==> src/rtl/exhaustive_vector_sequencer.sv <==
// Exhaustive stimulus/capture stage: walks every N_WIDTH-bit vector in ascending order and
// compacts the one-bit response of the circuit under test into a MISR, a response map and a ones count.
module exhaustive_vector_sequencer #(
  parameter int                   N_WIDTH     = 4,
  parameter int                   HOLD_CYCLES = 1,
  parameter int                   SIG_WIDTH   = 16,
  parameter logic [SIG_WIDTH-1:0] POLY        = 16'h1021
) (
  input  logic                    CK,
  input  logic                    reset,
  input  logic                    start,
  input  logic                    dut_out,
  output logic [N_WIDTH-1:0]      N,
  output logic                    busy,
  output logic                    done,
  output logic                    sample_valid,
  output logic [N_WIDTH-1:0]      sample_vec,
  output logic                    sample_bit,
  output logic [SIG_WIDTH-1:0]    signature,
  output logic [N_WIDTH:0]        ones_count,
  output logic [2**N_WIDTH-1:0]   response_map,
  output logic [1:0]              fsm_state
);

  localparam int                 NUM_VEC   = 2 ** N_WIDTH;
  localparam logic [N_WIDTH-1:0] LAST_VEC  = {N_WIDTH{1'b1}};
  localparam logic [7:0]         HOLD_INIT = 8'(HOLD_CYCLES);

  typedef enum logic [1:0] {
    S_IDLE   = 2'd0,
    S_APPLY  = 2'd1,
    S_SAMPLE = 2'd2,
    S_DONE   = 2'd3
  } state_t;

  state_t                 state_q, state_d;
  logic [N_WIDTH-1:0]     vec_q, vec_d;
  logic [7:0]             hold_q, hold_d;
  logic                   busy_q, busy_d;
  logic                   done_q, done_d;
  logic                   sv_q, sv_d;
  logic [N_WIDTH-1:0]     svec_q, svec_d;
  logic                   sbit_q, sbit_d;
  logic [SIG_WIDTH-1:0]   sig_q, sig_d;
  logic [N_WIDTH:0]       ones_q, ones_d;
  logic [NUM_VEC-1:0]     map_q, map_d;

  // One MISR step: shift, fold in the polynomial when the MSB falls out, inject the response at bit 0.
  logic [SIG_WIDTH-1:0]   sig_step;
  always_comb begin
    sig_step = {sig_q[SIG_WIDTH-2:0], 1'b0};
    if (sig_q[SIG_WIDTH-1]) begin
      sig_step = sig_step ^ POLY;
    end
    sig_step = sig_step ^ {{(SIG_WIDTH-1){1'b0}}, dut_out};
  end

  // start is a level request sampled on each rising edge; it is only acted on in IDLE or DONE,
  // so holding it high simply restarts the sweep on the first edge spent in DONE.
  always_comb begin
    state_d = state_q;
    vec_d   = vec_q;
    hold_d  = hold_q;
    busy_d  = busy_q;
    done_d  = done_q;
    sv_d    = 1'b0;
    svec_d  = svec_q;
    sbit_d  = sbit_q;
    sig_d   = sig_q;
    ones_d  = ones_q;
    map_d   = map_q;

    case (state_q)
      S_IDLE, S_DONE: begin
        if (start) begin
          sig_d   = '0;
          ones_d  = '0;
          map_d   = '0;
          vec_d   = '0;
          hold_d  = HOLD_INIT;
          busy_d  = 1'b1;
          done_d  = 1'b0;
          state_d = S_APPLY;
        end
      end

      S_APPLY: begin
        hold_d = hold_q - 8'd1;
        if (hold_q <= 8'd1) begin
          state_d = S_SAMPLE;
        end
      end

      S_SAMPLE: begin
        map_d[vec_q] = dut_out;
        ones_d       = ones_q + (N_WIDTH+1)'(dut_out);
        sig_d        = sig_step;
        sv_d         = 1'b1;
        svec_d       = vec_q;
        sbit_d       = dut_out;
        if (vec_q != LAST_VEC) begin
          vec_d   = vec_q + 1'b1;
          hold_d  = HOLD_INIT;
          state_d = S_APPLY;
        end else begin
          busy_d  = 1'b0;
          done_d  = 1'b1;
          state_d = S_DONE;
        end
      end

      default: begin
        state_d = S_IDLE;
      end
    endcase
  end

  always_ff @(posedge CK or posedge reset) begin
    if (reset) begin
      state_q <= S_IDLE;
      vec_q   <= '0;
      hold_q  <= '0;
      busy_q  <= 1'b0;
      done_q  <= 1'b0;
      sv_q    <= 1'b0;
      svec_q  <= '0;
      sbit_q  <= 1'b0;
      sig_q   <= '0;
      ones_q  <= '0;
      map_q   <= '0;
    end else begin
      state_q <= state_d;
      vec_q   <= vec_d;
      hold_q  <= hold_d;
      busy_q  <= busy_d;
      done_q  <= done_d;
      sv_q    <= sv_d;
      svec_q  <= svec_d;
      sbit_q  <= sbit_d;
      sig_q   <= sig_d;
      ones_q  <= ones_d;
      map_q   <= map_d;
    end
  end

  assign N            = vec_q;
  assign busy         = busy_q;
  assign done         = done_q;
  assign sample_valid = sv_q;
  assign sample_vec   = svec_q;
  assign sample_bit   = sbit_q;
  assign signature    = sig_q;
  assign ones_count   = ones_q;
  assign response_map = map_q;
  assign fsm_state    = state_q;

endmodule

==> config.mk <==
export PLATFORM = sky130hd
export DESIGN_NAME = exhaustive_vector_sequencer
export DESIGN_NICKNAME = d
export VERILOG_FILES = /design/src/rtl/exhaustive_vector_sequencer.sv
export SDC_FILE = /design/constraint.sdc
export NUM_CORES = 1
export LEC_CHECK = 0
export ABC_AREA = 1
export CAP_MARGIN = 20
export CORE_MARGIN = 2
export CORE_UTILIZATION = 50
export DETAILED_ROUTE_END_ITERATION = 7
export GPL_TIMING_DRIVEN = 0
export PLACE_DENSITY = 0.83
export SETUP_SLACK_MARGIN = 0.1
export SYNTH_ARGS = -nofsm -noshare
export SYNTH_HDL_FRONTEND = slang
export SYNTH_SLANG_ARGS = --single-unit
==> constraint.sdc <==
create_clock -name CK -period 3.4 [get_ports CK]
set_clock_uncertainty 0.2 [all_clocks]
set_input_delay 0.34 -clock CK [delete_from_list [all_inputs] [get_ports CK]]
set_output_delay 0.34 -clock CK [all_outputs]
set_load 0.05 [all_outputs]
==> flow_summary_export.csv, run 1 <==
group,metric,value,unit
cells_and_area,fin_util,67.0,%
yosys,seq_area_frac_synth,51.5,%
floorplanning,fp.dieH,79.7,µm
setup_path,crit_start,"signature[15]$_DFFE_PP0P_",
placed_design,portBuffers,54,
cells_and_area,diodes,0,
yosys,synth_nets,367,
timing,finalCritPeriodShare,65.5,%
clock_network,postCtsSetupBuffers,0,
pwr,p_sw,1.17,mW
setup_path,cp-endpoint,"signature[15]",
setup_path,cp_top_family,"buffers and inverters",
floorplanning,fp.dieArea,6350,µm²
setup_path,worst_path_max_delay_cell,"clkdlybuf4s50_1",
timing,min_period,2230,ps
pwr,power_density,719,nW/µm²
pwr,swShare,44.2,%
timing,setup_viol,0,
yosys,syn_inst,352,
run,maxCapViolations,0,
clock_network,clkTransAtPathRegs,70,ps
routing,ant_nets,0,
timing,drv_slew,0,
routing,wl_per_cell,13.5,µm
pwr,power_frac_seq,33.5,%
clock_network,cts_tree,"done",
yosys,synth_area,2870,µm²
setup_path,cpPeakStageDelay,870,ps
timing,slew_headroom,60.7,%
clock_network,cts-resized-gates,0,
cells_and_area,drive_gt1_share,6.62,%
routing,vias_per_cell,5.22,
floorplanning,core-area,5510,µm²
yosys,avgSynthCellArea,8.14,µm²
setup_path,worstPathCellList,"clkdlybuf4s50_1",
pwr,ir_drop,440,µV
floorplanning,rows,27,
placed_design,gp_congestion,0.865,
global_routing,grt_pass1_vias,2452,
clock_network,cts_sinks,59,
worst_hold_path,hp-class,"primary input to async pin",
pwr,p_leak,1.86,nW
clock_network,clkLatencyLatePin,340,ps
clock_network,cts_made_buffers,9,
timing,tightest_slew,589,ps
yosys,ys_warn_count,0,
global_routing,grt_pass1_wl,11300,µm
cells_and_area,fin_nets,433,
timing,fin_setup_tns,0,ps
clock_network,htreeDepth,3,
pwr,p_comb_share,45.1,%
setup_path,path_class,"flip-flop to output pin",
floorplanning,ios,55,
setup_path,cp.required,2860,ps
floorplanning,start_util,52.1,%
cells_and_area,fillers,447,
timing,fmax,449,MHz
setup_path,crit_arrival,1690,ps
global_routing,antenna_found_initial,0,
routing,num_vias,2586,
pwr,clockPowerShare,21.4,%
routing,drc,0,
timing,rsz0062_at_grt,"no",
placed_design,dp_hpwl,4650,µm
clock_network,cts_root_buf,"clkbuf_8",
yosys,ys_seq_elements,59,
global_routing,grt_max_degree,33,
clock_network,postCtsHoldBufs,0,
setup_path,crit_path_start_kind,"flip-flop",
setup_path,cp_num_buf_inv,1,
floorplanning,die_width,79.7,µm
setup_path,rr_startpoint,"fsm_state[0]$_DFFE_PP0P_",
timing,hold_violations,0,
global_routing,gr-total-overflow,0,
clock_network,clock_tree.buffer_depth,2,
status,outcome,"finished, final reports clean",
routing,routed_wl,6670,µm
setup_path,r2r-end,"ones_count[3]$_DFFE_PP0P_",
setup_path,end_kind,"output pin",
setup_path,cp_num_cells,1,
pwr,p_int,1.48,mW
setup_path,r2r_slack,1400,ps
setup_path,critPathMaxFanout,7,
cells_and_area,area_growth_syn_to_layout,28.7,%
setup_path,worstRegToRegCells,9,
routing,firstDrtPassIters,4,
global_routing,groute.usage.overall,22.9,%
routing,drt_iter0_drc,220,
yosys,synth_cell_types,25,
[sequential cells by signal (all words and copies together) (netlist names)]
signal	cells
fsm_state	2
sample_bit	1
sample_valid	1
ones_count	5
response_map	16
sample_vec	4
signature	16
hold_q	8
busy	1
N	4
done	1
[area by class of cell]
| class | instances | area [µm²] | share of cell area [%] |
|---|---|---|---|
| multi-input combinational | 229 | 1130 | 30.5 |
| inverter | 54 | 203 | 5.49 |
| clock buffer | 14 | 163 | 4.41 |
| tap | 72 | 90.1 | 2.44 |
| clock inverter | 2 | 10.0 | 0.271 |
| buffer | 10 | 61.3 | 1.66 |
| sequential | 59 | 1480 | 40.0 |
| timing repair buffer | 55 | 561 | 15.2 |
[layout by cell type (no fill, tap or decap), types with 3 or more instances in the layout]
cell / count
nand2_1: 89
dfrtp_1: 59
clkdlybuf4s50_1: 54
inv_1: 53
nor2_1: 37
o21ai_0: 28
nand3_1: 17
o22ai_1: 12
ha_1: 11
clkbuf_8: 11
a21oi_1: 9
nand4_1: 9
clkbuf_1: 6
buf_2: 4
o21ai_1: 3
[per-layer routing]
metal / track usage, % / part of all wire, % / vias to the layer above
met2: 36.0 / 48 / 81
met4: 9.31 / 1.6 / 0
met1: 30.6 / 44 / 1236
li1: - / - / 1257
met3: 5.54 / 6.0 / 12
met5: 0 / 0 / -
[cells in the mapped netlist]
cell type	instances	area, µm²
o21ai_0	28	140
nor2_2	2	12.5
inv_1	54	203
clkbuf_1	3	11.3
and3_1	1	6.26
dfrtp_1	59	1480
a21oi_1	9	45.0
nand2_1	89	334
buf_2	4	20.0
nand4_1	9	56.3
nand2_2	2	12.5
nor2_1	37	139
buf_6	2	22.5
a22oi_1	1	7.51
o22ai_1	12	75.1
xor2_1	1	8.76
nor2_4	1	11.3
or2_2	1	6.26
xnor2_1	1	8.76
o21ai_1	3	15.0
nor3_1	2	10.0
nand3_1	17	85.1
buf_4	1	7.51
ha_1	11	138
o211ai_1	2	15.0
[power by group through the flow]
stage / registers [mW] / clock network, mW / logic (mW)
final: 0.889 / 0.569 / 1.20
after global routing: 0.905 / 0.609 / 1.32
after CTS: 0.888 / 0.577 / 1.20
after detailed placement: 0.899 / 0 / 1.19
after global placement: 0.895 / 0 / 1.15
after floorplan: 1.11 / 0 / 0.643
[stage by stage]
step / instance area (µm²) / power, mW / hold WS, ps / std cells / setup WS [ps]
after global routing: 3690 / 2.83 / 251 / 495 / 1130
after detailed placement: 3520 / 2.09 / 269 / 479 / 1330
after global placement: 3500 / 2.05 / 271 / 478 / 377
after floorplan: 2870 / 1.76 / 269 / 352 / 1310
final: 3690 / 2.65 / 200 / 495 / 1170
after CTS: 3690 / 2.66 / 216 / 495 / 1180
[cells by family after synthesis]
group / synth area share [%]
xor gates and xnor gates: 0.611
AOI/OAI and AO/OA: 10.4
buffers and inverters: 9.21
and+or+nand+nor: 23.5
DFF: 51.5
adders and majority gates: 4.80
[worst min path at each step]
stage / from / endpoint / depth (start not counted)
floorplan: hold_q[0]$_DFFE_PP0P_ / hold_q[0]$_DFFE_PP0P_ / 2
global placement: sample_vec[3]$_DFFE_PP0P_ / sample_vec[3]$_DFFE_PP0P_ / 2
detailed placement: sample_vec[3]$_DFFE_PP0P_ / sample_vec[3]$_DFFE_PP0P_ / 2
CTS: reset / sample_valid$_DFF_PP0_ / 2
global route: reset / fsm_state[1]$_DFFE_PP0P_ / 2
finish: reset / fsm_state[1]$_DFFE_PP0P_ / 2
No activity file was read; power rests on OpenSTA's default activity.
==> inputs of run 2 (changes only) <==
--- a/config.mk
+++ b/config.mk
@@ -8,10 +8,10 @@
 export ABC_AREA = 1
 export CAP_MARGIN = 20
 export CORE_MARGIN = 2
-export CORE_UTILIZATION = 50
+export CORE_UTILIZATION = 47
 export DETAILED_ROUTE_END_ITERATION = 7
 export GPL_TIMING_DRIVEN = 0
-export PLACE_DENSITY = 0.83
+export PLACE_DENSITY = 0.82
 export SETUP_SLACK_MARGIN = 0.1
 export SYNTH_ARGS = -nofsm -noshare
 export SYNTH_HDL_FRONTEND = slang
==> constraint.sdc (replaced) <==
create_clock -name CK -period 1.85 [get_ports CK]
set_clock_uncertainty 0.2 [all_clocks]
set_input_delay 0.185 -clock CK [delete_from_list [all_inputs] [get_ports CK]]
set_output_delay 0.185 -clock CK [all_outputs]
set_load 0.05 [all_outputs]
==> run 2 against run 1 <==
  * Critical endpoint is now response_map[13]$_DFFE_PP0P_
  * Utilization up 1.6 points
  * Global-route usage down 0.89 points
  * Largest power group unchanged
  * Sequential cell count unchanged
  * Clock-buffer cell count down 3
  * Largest cell class unchanged
==> flow_summary_export.csv, run 2 (synthesis gave the netlist of run 1 again) <==
group,metric,value,unit
status,outcome,"finished, final reports clean",
setup_path,end_kind,"flip-flop",
timing,hold_violations,0,
timing,min_period,1820,ps
pwr,power_density,1450,nW/µm²
floorplanning,ios,55,
routing,drc,0,
global_routing,grt_pass1_vias,2405,
clock_network,postCtsHoldBufs,0,
routing,firstDrtPassIters,4,
placed_design,dp_hpwl,4630,µm
clock_network,clkLatencyLatePin,360,ps
global_routing,antenna_found_initial,0,
setup_path,critPathMaxFanout,6,
cells_and_area,instances_no_fill,509,
routing,vias_per_cell,5.18,
worst_hold_path,hp-class,"primary input to async pin",
floorplanning,rows,28,
placed_design,portBuffers,54,
clock_network,cts_sinks,59,
cells_and_area,final_cell_mix,"nand2_1 (74), dfrtp_1 (55), inv_1 (48)",
cells_and_area,area_growth_syn_to_layout,41.8,%
setup_path,worstPathCellList,"ha_4 -> inv_2 -> nand2_2 -> nand2_4 -> buf_8 -> buf_12 -> nand2_4 -> o21ai_2 -> inv_1",
routing,num_vias,2638,
cells_and_area,fin_util,68.6,%
floorplanning,fp.dieH,82.1,µm
clock_network,clock_tree.buffer_depth,2,
pwr,p_leak,2.27,nW
placed_design,gp_congestion,0.819,
floorplanning,die_width,82.1,µm
global_routing,grt_pass1_wl,11100,µm
timing,fmax,551,MHz
routing,ant_nets,0,
floorplanning,core-area,5920,µm²
timing,setup_viol,0,
global_routing,gr-total-overflow,0,
timing,finalCritPeriodShare,98.2,%
routing,wl_per_cell,14.4,µm
clock_network,cts_root_buf,"clkbuf_8",
setup_path,path_class,"flip-flop to flip-flop",
timing,rsz0062_at_grt,"yes",
cells_and_area,final_common_cell,"nand2_1",
cells_and_area,ff_latch_area,1480,µm²
cells_and_area,drive_gt1_share,21.0,%
setup_path,cpPeakStageDelay,430,ps
cells_and_area,diodes,0,
timing,setup_ws,34.2,ps
cells_and_area,multi_input_area,1330,µm²
setup_path,cpMostUsedCell,"nand2_4",
global_routing,grt_max_degree,36,
cells_and_area,fin_nets,445,
routing,routed_wl,7320,µm
floorplanning,start_util,48.4,%
clock_network,cts_tree,"done",
setup_path,worst_path_max_delay_cell,"dfrtp_2",
cells_and_area,fillers,452,
placed_design,place_ws,-23.6,ps
floorplanning,fp.dieArea,6740,µm²
run,maxCapViolations,0,
clock_network,htreeDepth,3,
setup_path,crit_arrival,1850,ps
pwr,ir_drop,846,µV
routing,drt_iter0_drc,170,
clock_network,cts_made_buffers,9,
setup_path,crit_path_start_kind,"flip-flop",
global_routing,groute.usage.overall,22.0,%
setup_path,cp.required,1890,ps
timing,tightest_slew,576,ps
placed_design,dpl.cell_count,482,
timing,fin_setup_tns,0,ps
clock_network,clkTransAtPathRegs,70,ps
timing,slew_headroom,61.5,%
timing,drv_slew,0,
==> run 2: cell count changes in the layout (fill, tap and decap cells not counted), sizes merged, moves of 3 or more <==
cell	delta
clkdlybuf4s50	-51
dlygate4sd2	+46
buf	+11
bufinv	+3
clkinvlp	+3
==> run 2: repair_timing <==
| item | in CTS | in global routing |
|---|---|---|
| buffers inserted | 8 | 2 |
| setup endpoints to repair | 79 | 48 |
| cloned | 1 | 1 |
| gates resized for setup | 70 | 47 |
| pin swaps | 5 | 9 |
==> run 2: worst paths after layout <==
path	start	cells past startpoint	slack, ps	endpoint
worst min-delay path	reset	2	30	hold_q[7]$_DFFE_PP0P_
min in group CK	sample_vec[3]$_DFFE_PP0P_	2	270	sample_vec[3]$_DFFE_PP0P_
worst max-delay path	fsm_state[1]$_DFFE_PP0P_	9	30	response_map[13]$_DFFE_PP0P_
worst max register to register	fsm_state[1]$_DFFE_PP0P_	9	30	response_map[13]$_DFFE_PP0P_
max in group asynchronous	reset	3	850	fsm_state[1]$_DFFE_PP0P_
worst min register to register	sample_vec[3]$_DFFE_PP0P_	2	270	sample_vec[3]$_DFFE_PP0P_
==> run 2: critical path, delay by kind of cell, from the launching register on <==
family          cells  cell delay (ps)
fa+ha+maj           1              270
simple gates        3              220
compound gates      1              160
buf+inv             4              430
flops               1              430
==> run 2: metrics by stage <==
step	hold WS, ps	power [mW]	instance area (µm²)
after CTS	55.0	5.65	3890
after detailed placement	269	4.01	3590
after global placement	261	3.93	3570
after global routing	81.6	6.23	4060
final	34.9	5.90	4060
after floorplan	84.4	3.38	2940
==> run 2: cell type report <==
class | instances | area share (%)
well taps | 75 | 2.31
flip-flops and latches | 59 | 36.5
clock buffers | 11 | 3.73
inverters | 54 | 5.17
multi-input cells | 229 | 32.7
clock inverters | 4 | 2.40
repair buffers | 67 | 14.6
plain buffers | 10 | 2.59
==> run 2: metal layers <==
layer | GRT usage (%) | part of all wire, % | wire, µm | vias to the layer above
li1 | - | - | - | 1282
met1 | 27.5 | 42 | 3090 | 1255
met2 | 36.3 | 51 | 3700 | 87
met3 | 4.89 | 5.1 | 373 | 14
met4 | 10.7 | 2.1 | 155 | 0
met5 | 0 | 0 | 0 | -
==> run 2: power by group <==
part           internal [mW]  switching (mW)  total (mW)
clock network          0.961           0.532        1.49
logic                  0.983            1.79        2.77
registers               1.48           0.149        1.63
total                   3.43            2.47        5.90
